### config.mk
export PLATFORM = sky130hd
export DESIGN_NAME = speed_display_mux
export DESIGN_NICKNAME = d
export VERILOG_FILES = /design/src/rtl/speed_display_mux.sv
export SDC_FILE = /design/constraint.sdc
export NUM_CORES = 1
export LEC_CHECK = 0
export ABC_AREA = 1
export CAP_MARGIN = 5
export CORE_MARGIN = 3
export CORE_UTILIZATION = 45
export DETAILED_ROUTE_END_ITERATION = 12
export GPL_TIMING_DRIVEN = 0
export PLACE_DENSITY_LB_ADDON = 0.15
export SLEW_MARGIN = 25
export SYNTH_ARGS = -nofsm -noshare
export SYNTH_HDL_FRONTEND = slang
export SYNTH_SLANG_ARGS = --single-unit
### constraint.sdc
create_clock -name clk_i -period 1.45 [get_ports clk_i]
set_input_delay 0.3625 -clock clk_i [delete_from_list [all_inputs] [get_ports clk_i]]
set_output_delay 0.3625 -clock clk_i [all_outputs]
set_load 0.005 [all_outputs]
### src/rtl/speed_display_mux.sv
// Seven-segment speed display: handshake-fed binary sample, sequential double-dabble
// BCD conversion, multiplexed digit scan with leading-zero blanking and a blinking no-fix dash.
module speed_display_mux #(
    parameter int unsigned width_p       = 8,
    parameter int unsigned digits_p      = 2,
    parameter int unsigned refresh_div_p = 6000,
    parameter int unsigned blink_div_p   = 6000000,
    parameter int unsigned lzb_p         = 1
) (
    input  logic                clk_i,
    input  logic                rst_i,
    input  logic                valid_i,
    input  logic [width_p-1:0]  value_i,
    output logic                ready_o,
    input  logic                fix_i,
    output logic [6:0]          ssd_o,
    output logic [digits_p-1:0] dig_en_o,
    output logic                overflow_o
);

    localparam int unsigned bcd_digits_lp = (width_p + 2) / 3;
    localparam int unsigned bcd_w_lp      = 4 * bcd_digits_lp;
    localparam int unsigned ext_w_lp      = 4 * (bcd_digits_lp + digits_p);
    localparam int unsigned step_w_lp     = (width_p > 1) ? $clog2(width_p) : 1;
    localparam int unsigned ref_w_lp      = (refresh_div_p > 1) ? $clog2(refresh_div_p) : 1;
    localparam int unsigned blk_w_lp      = (blink_div_p > 1) ? $clog2(blink_div_p) : 1;
    localparam int unsigned idx_w_lp      = (digits_p > 1) ? $clog2(digits_p) : 1;

    localparam logic [1:0] IDLE = 2'd0;
    localparam logic [1:0] CONV = 2'd1;
    localparam logic [1:0] DONE = 2'd2;

    logic [1:0]            state_r;
    logic [width_p-1:0]    shift_r;
    logic [bcd_w_lp-1:0]   bcd_r;
    logic [bcd_w_lp-1:0]   bcd_adj;
    logic [step_w_lp-1:0]  step_r;
    logic [4*digits_p-1:0] disp_r;
    logic                  ovf_r;

    logic [ext_w_lp-1:0]   bcd_ext;
    logic                  commit_ovf;
    logic [4*digits_p-1:0] commit_digits;

    logic [ref_w_lp-1:0]   refresh_r;
    logic [idx_w_lp-1:0]   idx_r;
    logic [blk_w_lp-1:0]   blink_cnt_r;
    logic                  blink_on_r;

    logic [3:0]            sel_digit;
    logic                  sel_keep;
    logic                  keep;
    logic [digits_p-1:0]   en_next;

    function automatic logic [6:0] decode(input logic [3:0] d);
        case (d)
            4'd0:    decode = 7'h3F;
            4'd1:    decode = 7'h06;
            4'd2:    decode = 7'h5B;
            4'd3:    decode = 7'h4F;
            4'd4:    decode = 7'h66;
            4'd5:    decode = 7'h6D;
            4'd6:    decode = 7'h7D;
            4'd7:    decode = 7'h07;
            4'd8:    decode = 7'h7F;
            4'd9:    decode = 7'h6F;
            default: decode = 7'h00;
        endcase
    endfunction

    assign ready_o    = !rst_i && (state_r == IDLE);
    assign overflow_o = ovf_r;

    // Add-3 correction on every BCD digit that would reach 10 or more after the shift.
    always_comb begin
        bcd_adj = '0;
        for (int unsigned i = 0; i < bcd_digits_lp; i++) begin
            if (bcd_r[4*i +: 4] >= 4'd5)
                bcd_adj[4*i +: 4] = bcd_r[4*i +: 4] + 4'd3;
            else
                bcd_adj[4*i +: 4] = bcd_r[4*i +: 4];
        end
    end

    // Zero-extend so the overflow slice exists even when digits_p covers every BCD digit.
    always_comb begin
        bcd_ext       = {{(4*digits_p){1'b0}}, bcd_r};
        commit_ovf    = |bcd_ext[ext_w_lp-1:4*digits_p];
        commit_digits = bcd_ext[4*digits_p-1:0];
    end

    always_ff @(posedge clk_i) begin
        if (rst_i) begin
            state_r <= IDLE;
            shift_r <= '0;
            bcd_r   <= '0;
            step_r  <= '0;
            disp_r  <= '0;
            ovf_r   <= 1'b0;
        end else begin
            case (state_r)
                IDLE: begin
                    if (valid_i) begin
                        shift_r <= value_i;
                        bcd_r   <= '0;
                        step_r  <= '0;
                        state_r <= CONV;
                    end
                end
                CONV: begin
                    {bcd_r, shift_r} <= {bcd_adj, shift_r} << 1;
                    step_r <= step_r + step_w_lp'(1);
                    if (step_r == step_w_lp'(width_p - 1))
                        state_r <= DONE;
                end
                DONE: begin
                    if (commit_ovf) begin
                        disp_r <= {digits_p{4'h9}};
                        ovf_r  <= 1'b1;
                    end else begin
                        disp_r <= commit_digits;
                        ovf_r  <= 1'b0;
                    end
                    state_r <= IDLE;
                end
                default: state_r <= IDLE;
            endcase
        end
    end

    always_ff @(posedge clk_i) begin
        if (rst_i) begin
            refresh_r <= '0;
            idx_r     <= '0;
        end else if (refresh_r == ref_w_lp'(refresh_div_p - 1)) begin
            refresh_r <= '0;
            if (idx_r == idx_w_lp'(digits_p - 1))
                idx_r <= '0;
            else
                idx_r <= idx_r + idx_w_lp'(1);
        end else begin
            refresh_r <= refresh_r + ref_w_lp'(1);
        end
    end

    always_ff @(posedge clk_i) begin
        if (rst_i || fix_i) begin
            blink_cnt_r <= '0;
            blink_on_r  <= 1'b1;
        end else if (blink_cnt_r == blk_w_lp'(blink_div_p - 1)) begin
            blink_cnt_r <= '0;
            blink_on_r  <= !blink_on_r;
        end else begin
            blink_cnt_r <= blink_cnt_r + blk_w_lp'(1);
        end
    end

    // A digit stays lit only if it or some more significant digit is nonzero.
    always_comb begin
        sel_digit = '0;
        sel_keep  = 1'b0;
        keep      = 1'b0;
        en_next   = '0;
        for (int unsigned i = 0; i < digits_p; i++) begin
            keep = 1'b0;
            for (int unsigned j = i; j < digits_p; j++)
                keep = keep | (disp_r[4*j +: 4] != 4'd0);
            if (idx_r == idx_w_lp'(i)) begin
                sel_digit  = disp_r[4*i +: 4];
                sel_keep   = keep || (i == 0) || (lzb_p == 0);
                en_next[i] = 1'b1;
            end
        end
    end

    always_ff @(posedge clk_i) begin
        if (rst_i) begin
            ssd_o    <= 7'h00;
            dig_en_o <= digits_p'(1);
        end else begin
            dig_en_o <= en_next;
            if (fix_i)
                ssd_o <= sel_keep ? decode(sel_digit) : 7'h00;
            else
                ssd_o <= blink_on_r ? 7'h40 : 7'h00;
        end
    end

endmodule
==> results of run 1 <==
## flip-flops by register name, indices dropped and copies added (netlist names)
register     count
dig_en_o         2
shift_r          8
refresh_r       13
blink_on_r       1
blink_cnt_r     23
ssd_o            7
idx_r            1
overflow_o       1
state_r          2
bcd_r           12
disp_r           8
step_r           3
## how the worst max path moves through the flow
stage | to | slack, ns | depth (start not counted)
global route | ssd_o[3] | -0.07 | 10
finish | ssd_o[0] | 0.04 | 10
global placement | shift_r[1] | -0.26 | 5
floorplan | ssd_o[6] | 0.007 | 12
detailed placement | shift_r[6] | -0.29 | 5
CTS | ready_o | -0.11 | 2
## metal layers
metal	share of wire [%]	global-route usage (%)	vias up	wire (µm)
met5	0	0	-	0
met2	47	30.0	68	4150
met1	47	23.4	1645	4100
met4	1.3	6.22	0	114
li1	-	-	1851	-
met3	4.3	3.74	12	374
## kinds of logic after synthesis
logic type      Yosys count
compound gates           83
xor+xnor                 18
fa+ha+maj                17
buf+inv                  68
flops                    81
simple gates            280
## layout make-up
| cell class | count | area share, % |
|---|---|---|
| Multi-Input combinational cell | 398 | 46.4 |
| Sequential cell | 81 | 33.5 |
| Timing Repair Buffer | 34 | 6.61 |
| Inverter | 56 | 4.35 |
| Clock buffer | 11 | 3.07 |
| Tap cell | 105 | 2.67 |
| Buffer | 12 | 2.11 |
| Clock inverter | 5 | 1.27 |
## placed cells by master, fill, tap and decap left out, types with 4 or more instances in the layout
| cell | count |
|---|---|
| a211oi_1 | 5 |
| a21oi_1 | 34 |
| a31oi_1 | 5 |
| buf_4 | 13 |
| clkbuf_8 | 11 |
| clkdlybuf4s50_1 | 10 |
| dfxtp_1 | 64 |
| dfxtp_2 | 14 |
| dlygate4sd2_1 | 10 |
| ha_1 | 13 |
| inv_1 | 49 |
| inv_2 | 5 |
| nand2_1 | 128 |
| nand3_1 | 18 |
| nand3_2 | 8 |
| nand3b_1 | 4 |
| nand4_1 | 7 |
| nor2_1 | 62 |
| nor2_2 | 26 |
| nor2_4 | 9 |
| nor3_1 | 5 |
| o21ai_0 | 22 |
| o21ai_1 | 5 |
| o21bai_1 | 4 |
| xnor2_1 | 7 |
| xor2_1 | 11 |
## worst max-delay path: cells and delay by family (launching register included)
kind | cells | cell delay (ns)
compound gates | 3 | 0.28
fa+ha+maj | 1 | 0.16
buf+inv | 3 | 0.15
flops | 1 | 0.40
simple gates | 3 | 0.36
## metrics by stage
step                      utilization [%]  total power, mW  setup WS [ns]  area (µm²)
final                                58.5             4.31         0.0402        4920
after global routing                 58.5             4.50        -0.0657        4920
after CTS                            55.3             4.32         -0.110        4660
after detailed placement             51.9             2.60         -0.286        4370
after global placement               51.9             2.59         -0.262        4370
after floorplan                         -             2.49        0.00736        4030
## power groups by stage
stage,registers [mW],logic [mW],clock network (mW)
6_report,2.30,0.281,1.74
5_1_grt,2.30,0.312,1.88
4_1_cts,2.29,0.250,1.78
3_5_place_dp,2.34,0.254,0
3_3_place_gp,2.34,0.251,0
2_1_floorplan,2.34,0.153,0
## what timing repair did
item                                    in CTS  in global routing
pin swaps                                    3                 14
endpoints found under the setup margin      46                 51
buffers inserted                             5                  6
gates cloned                                 0                  2
hold buffers                                 0                  0
gates resized for setup                     28                 50
hold endpoints to repair                     0                  0
==> flow_metrics.tcl, run 1 <==
set metrics [dict create \
    cp-end-kind "flop" \
    die_area_um2 10100 \
    drc 0 \
    reg2reg_depth 10 \
    numClockSinks 81 \
    fin_crit_sh_pct 97.2 \
    hp-start "rst_i" \
    die_w_um 100 \
    slowest_delay_ns 0.40 \
    hold_path_class "in -> reg" \
    crit_slowest_cell "dfxtp_4" \
    core_area_um2 8420 \
    p_leak_nw 1.82 \
    holdWs_ns 0.357 \
    clkPwrFrac_pct 40.3 \
    fin_worst_skew_ns 0.0113 \
    cp_data_arrival_time_ns 1.69 \
    worst_pin_slew_ns 0.552 \
    whs_endpoint "shift_r[3]" \
    p_comb_share_pct 6.5 \
    drive_gt1_share_pct 20.9 \
    ys_warn_count 0 \
    path_class "reg -> reg" \
    switching_share_pct 23.7 \
    r2r-start "idx_r" \
    worstPathMaxFanout 5 \
    startpoint_type "flop" \
    drt_iter0_markers 111 \
    netlist_area_um2 4020 \
    cts.clk_slew.worst_paths_ns 0.08 \
    synth_cells 547 \
    netlist_top_cells_area "dfxtp_1, nand2_1, nor2_1" \
    grt_pass1_vias 3282 \
    ioPinCount 23 \
    yosys.area.top_type "dfxtp_1" \
    synthTopCellsByCount "nand2_1, dfxtp_1, nor2_1" \
    grt_antenna_before_repair 0 \
    fin_crit_ns 1.41 \
    muxShareOfSynthArea_pct 0 \
    start_util_pct 47.7 \
    synth-edff-count 0 \
    nets 621 \
    cts_buffers 9 \
    synthFlopType "dfxtp_1" \
    gp_congestion 0.847 \
    irDropWorstVdd_mv 0.465 \
    finalSetupTns_ns 0 \
    grtUsageTotal_pct 18.1 \
    die_h_um 100 \
    hold_viol_final 0 \
    synth.most_common_cell "nand2_1" \
    synth_top_family_by_area "simple AND/OR/NAND/NOR gates" \
    synth-adder-area-share_pct 5.30 \
    vias 3576 \
    htree_levels 3 \
    multi_input_comb_area_um2 2280 \
    p_per_area_nw_per_um2 876 \
    path_common_cell "nand2_1" \
    setup_viol 0 \
    status "finished clean" \
    p_sw_mw 1.02 \
    timing.final.max_slew_violations 0 \
    slew_headroom_pct 63.2 \
    rsz0062_at_grt "true" \
    diodes 0 \
    layoutNonFillerInstCount 702 \
    dr.pass1.iters 5 \
    insertion_delay_ns 0.35 \
    cts_buffer_depth 2 \
    grt_overflow 0 \
    syn-num-nets 576 \
    syn_to_final_growth_pct 22.6 \
    place.port_buffers 21 \
    routed_wl_um 8730 \
    dp.cells 673 \
    seq_area_frac_synth_pct 40.4 \
    synth_seq_cells 81 \
    post-dp-hpwl_um 6100 \
    power_frac_seq_pct 53.2 \
    synth-compound-area-share_pct 11.5 \
    yosys.area_share.simple_pct 31.1 \
    synth_xor_area_share_pct 3.93 \
    critPathRequiredTime_ns 1.73 \
    hold_path_depth 2 \
    ys_types 37 \
    syn_area_per_cell_um2 7.34 \
    tritoncts "done" \
    ant_nets 0 \
    cts-root-buf "clkbuf_8" \
    row_count 33 \
    vias_per_cell 5.09 \
    path_cells "inv_4 -> or2_4 -> o21ai_4 -> inv_2 -> ha_2 -> inv_1 -> nand2_1 -> o21ai_0 -> nand2_1 -> a21oi_1" \
    grt_max_degree 15 \
    ff_latch_area_um2 1650 \
    synth_top_cell_area_share_pct 40.4 \
    intPower_mw 3.29 \
    async_flop_share_pct 0 \
    wire_per_inst_um 12.4 \
    reg2reg_to "ssd_o[0]" \
    grt_pass1_wl_um 14900 \
    drv_cap 0 \
    fill_cells 800 \
    fmax_ghz 0.709 \
    r2r_slack_ns 0.04 \
    critPathLaunch "idx_r" \
]
Note: power is estimated with default switching activity, not from simulation.
==> inputs of run 2 (changes only) <==
GPL_TIMING_DRIVEN = default   (was 0)
PLACE_DENSITY = 0.76   (was default)
PLACE_DENSITY_LB_ADDON = default   (was 0.15)
==> run 2 against run 1 <==
- routed wire length fell by 2.3%
- critical path depth stayed put
- the flow now finishes with violations (negative setup slack)
- first-iteration DRC count decreased by 12%
- via count is 0.22% lower
- cell area is 1.9% higher
- clock power is 20% higher
- setup slack worse by 0.042 ns
- largest cell class unchanged
- largest power group unchanged
- count of clock-buffer cells in the layout stayed put
==> flow_metrics.tcl, run 2 (synthesis gave the netlist of run 1 again) <==
set metrics [dict create \
    fill_cells 762 \
    numClockSinks 81 \
    startpoint_type "flop" \
    ff_latch_area_um2 1630 \
    die_w_um 100 \
    p_leak_nw 1.88 \
    holdBufCountCts 0 \
    htree_levels 3 \
    cp-end-kind "flop" \
    violations "negative setup slack" \
    grtUsageTotal_pct 17.1 \
    slew_headroom_pct 73.8 \
    finalPower_mw 4.65 \
    critPathLaunch "idx_r" \
    hold_path_class "in -> reg" \
    die_area_um2 10100 \
    nets 629 \
    wire_per_inst_um 12.0 \
    insertion_delay_ns 0.35 \
    reg2reg_to "ssd_o[5]" \
    grt_max_degree 25 \
    critPathRequiredTime_ns 1.73 \
    drive_gt1_share_pct 21.0 \
    holdWs_ns 0.391 \
    reg2reg_depth 10 \
    routed_wl_um 8530 \
    post_dp_cell_area_um2 4520 \
    largest_register_ffs 23 \
    path_class "reg -> reg" \
    vias 3568 \
    start_util_pct 47.7 \
    status "finished with violations" \
    cts-root-buf "clkbuf_8" \
    core_area_um2 8420 \
    post-dp-hpwl_um 6000 \
    ant_nets 0 \
    worstPathMaxFanout 5 \
    drt_iter0_markers 98 \
    fin_ws_ns -0.00160 \
    drc 0 \
    grt_pass1_wl_um 14100 \
    reg_top3 "blink_cnt_r: 23 flops, refresh_r: 13 flops, bcd_r: 12 flops" \
    r2r_slack_ns -0.002 \
    fin_crit_sh_pct 100 \
    worst_pin_slew_ns 0.391 \
    r2r-start "idx_r" \
    row_count 33 \
    grt_antenna_before_repair 0 \
    cts_buffers 9 \
    grt_pass1_vias 3411 \
    rsz0062_at_grt "true" \
    vias_per_cell 5.03 \
    gp_congestion 0.860 \
    final_cell_mix "nand2_1, dfxtp_1, nor2_1" \
    ioPinCount 23 \
    die_h_um 100 \
    mostFrequentLayoutCell "nand2_1" \
    multi_input_comb_area_um2 2280 \
    fmax_ghz 0.689 \
    fin_worst_skew_ns 0.00923 \
    cts_buffer_depth 2 \
    cts.clk_slew.worst_paths_ns 0.08 \
    place.port_buffers 22 \
    dr.pass1.iters 4 \
    irDropWorstVdd_mv 0.642 \
    hold_viol_final 0 \
    timing.final.max_slew_violations 0 \
    setup_viol 2 \
    grt_overflow 0 \
    cp_data_arrival_time_ns 1.73 \
    fin_crit_ns 1.45 \
    hold_path_depth 3 \
    diodes 0 \
    worstSetupEndpoint "ssd_o[5]" \
    stdcell_area_um2 5020 \
    syn_to_final_growth_pct 25.0 \
    tritoncts "done" \
    top_register "blink_cnt_r" \
    p_per_area_nw_per_um2 926 \
    drv_cap 0 \
]
[run 2: worst max-delay path, cell delays in order (launching register included)]
cell and delay [ns]:
dfxtp_4 0.39, inv_2 0.04, or2_4 0.23, o21ai_4 0.08, ha_1 0.18, inv_1 0.05
nor2_1 0.12, inv_1 0.07, nand2_1 0.06, nand2_1 0.05, a21oi_1 0.11
[run 2: through the flow]
stage | utilization (%) | setup WS [ns] | TNS [ns] | std cells
after floorplan | - | 0.00736 | 0 | 547
after global placement | 53.6 | -0.354 | -4.77 | 690
after detailed placement | 53.6 | -0.366 | -5.89 | 690
after CTS | 56.8 | -0.0696 | -0.0696 | 706
after global routing | 59.6 | -0.104 | -1.48 | 709
final | 59.6 | -0.00160 | -0.00267 | 709
[run 2: worst min-delay path by stage]
stage / startpoint / endpoint / slack, ns
after detailed placement: refresh_r[0] / refresh_r[0] / 0.45
final: rst_i / dig_en_o[1] / 0.39
after CTS: refresh_r[0] / refresh_r[0] / 0.47
after global placement: refresh_r[0] / refresh_r[0] / 0.43
after global routing: rst_i / dig_en_o[1] / 0.39
after floorplan: refresh_r[0] / refresh_r[0] / 0.42
[run 2: routing by layer]
| metal | share of wire (%) | GRT usage, % | vias up |
|---|---|---|---|
| li1 | - | - | 1854 |
| met1 | 42 | 18.9 | 1640 |
| met3 | 3.7 | 4.50 | 15 |
| met4 | 1.5 | 6.01 | 0 |
| met5 | 0 | 0 | - |
| met2 | 52 | 31.2 | 59 |
[run 2: where the power goes]
part	leakage, nW	internal (mW)	switching [mW]
logic	1.09	0.132	0.146
registers	0.661	2.27	0.0249
clock network	0.127	1.29	0.790
[run 2: what timing repair did]
item,CTS,global route
buffers inserted,1,2
gates resized for setup,17,56
setup endpoints to repair,23,50
endpoints found under the hold margin,0,0
pin swaps,1,22
cloned,0,1
[run 2: final cells by class]
class | instances | share of cell area [%]
Clock buffer | 11 | 3.24
Clock inverter | 4 | 1.95
Inverter | 56 | 4.21
Multi-Input combinational cell | 398 | 45.4
Sequential cell | 81 | 32.5
Tap cell | 105 | 2.62
Timing Repair Buffer | 54 | 10.0
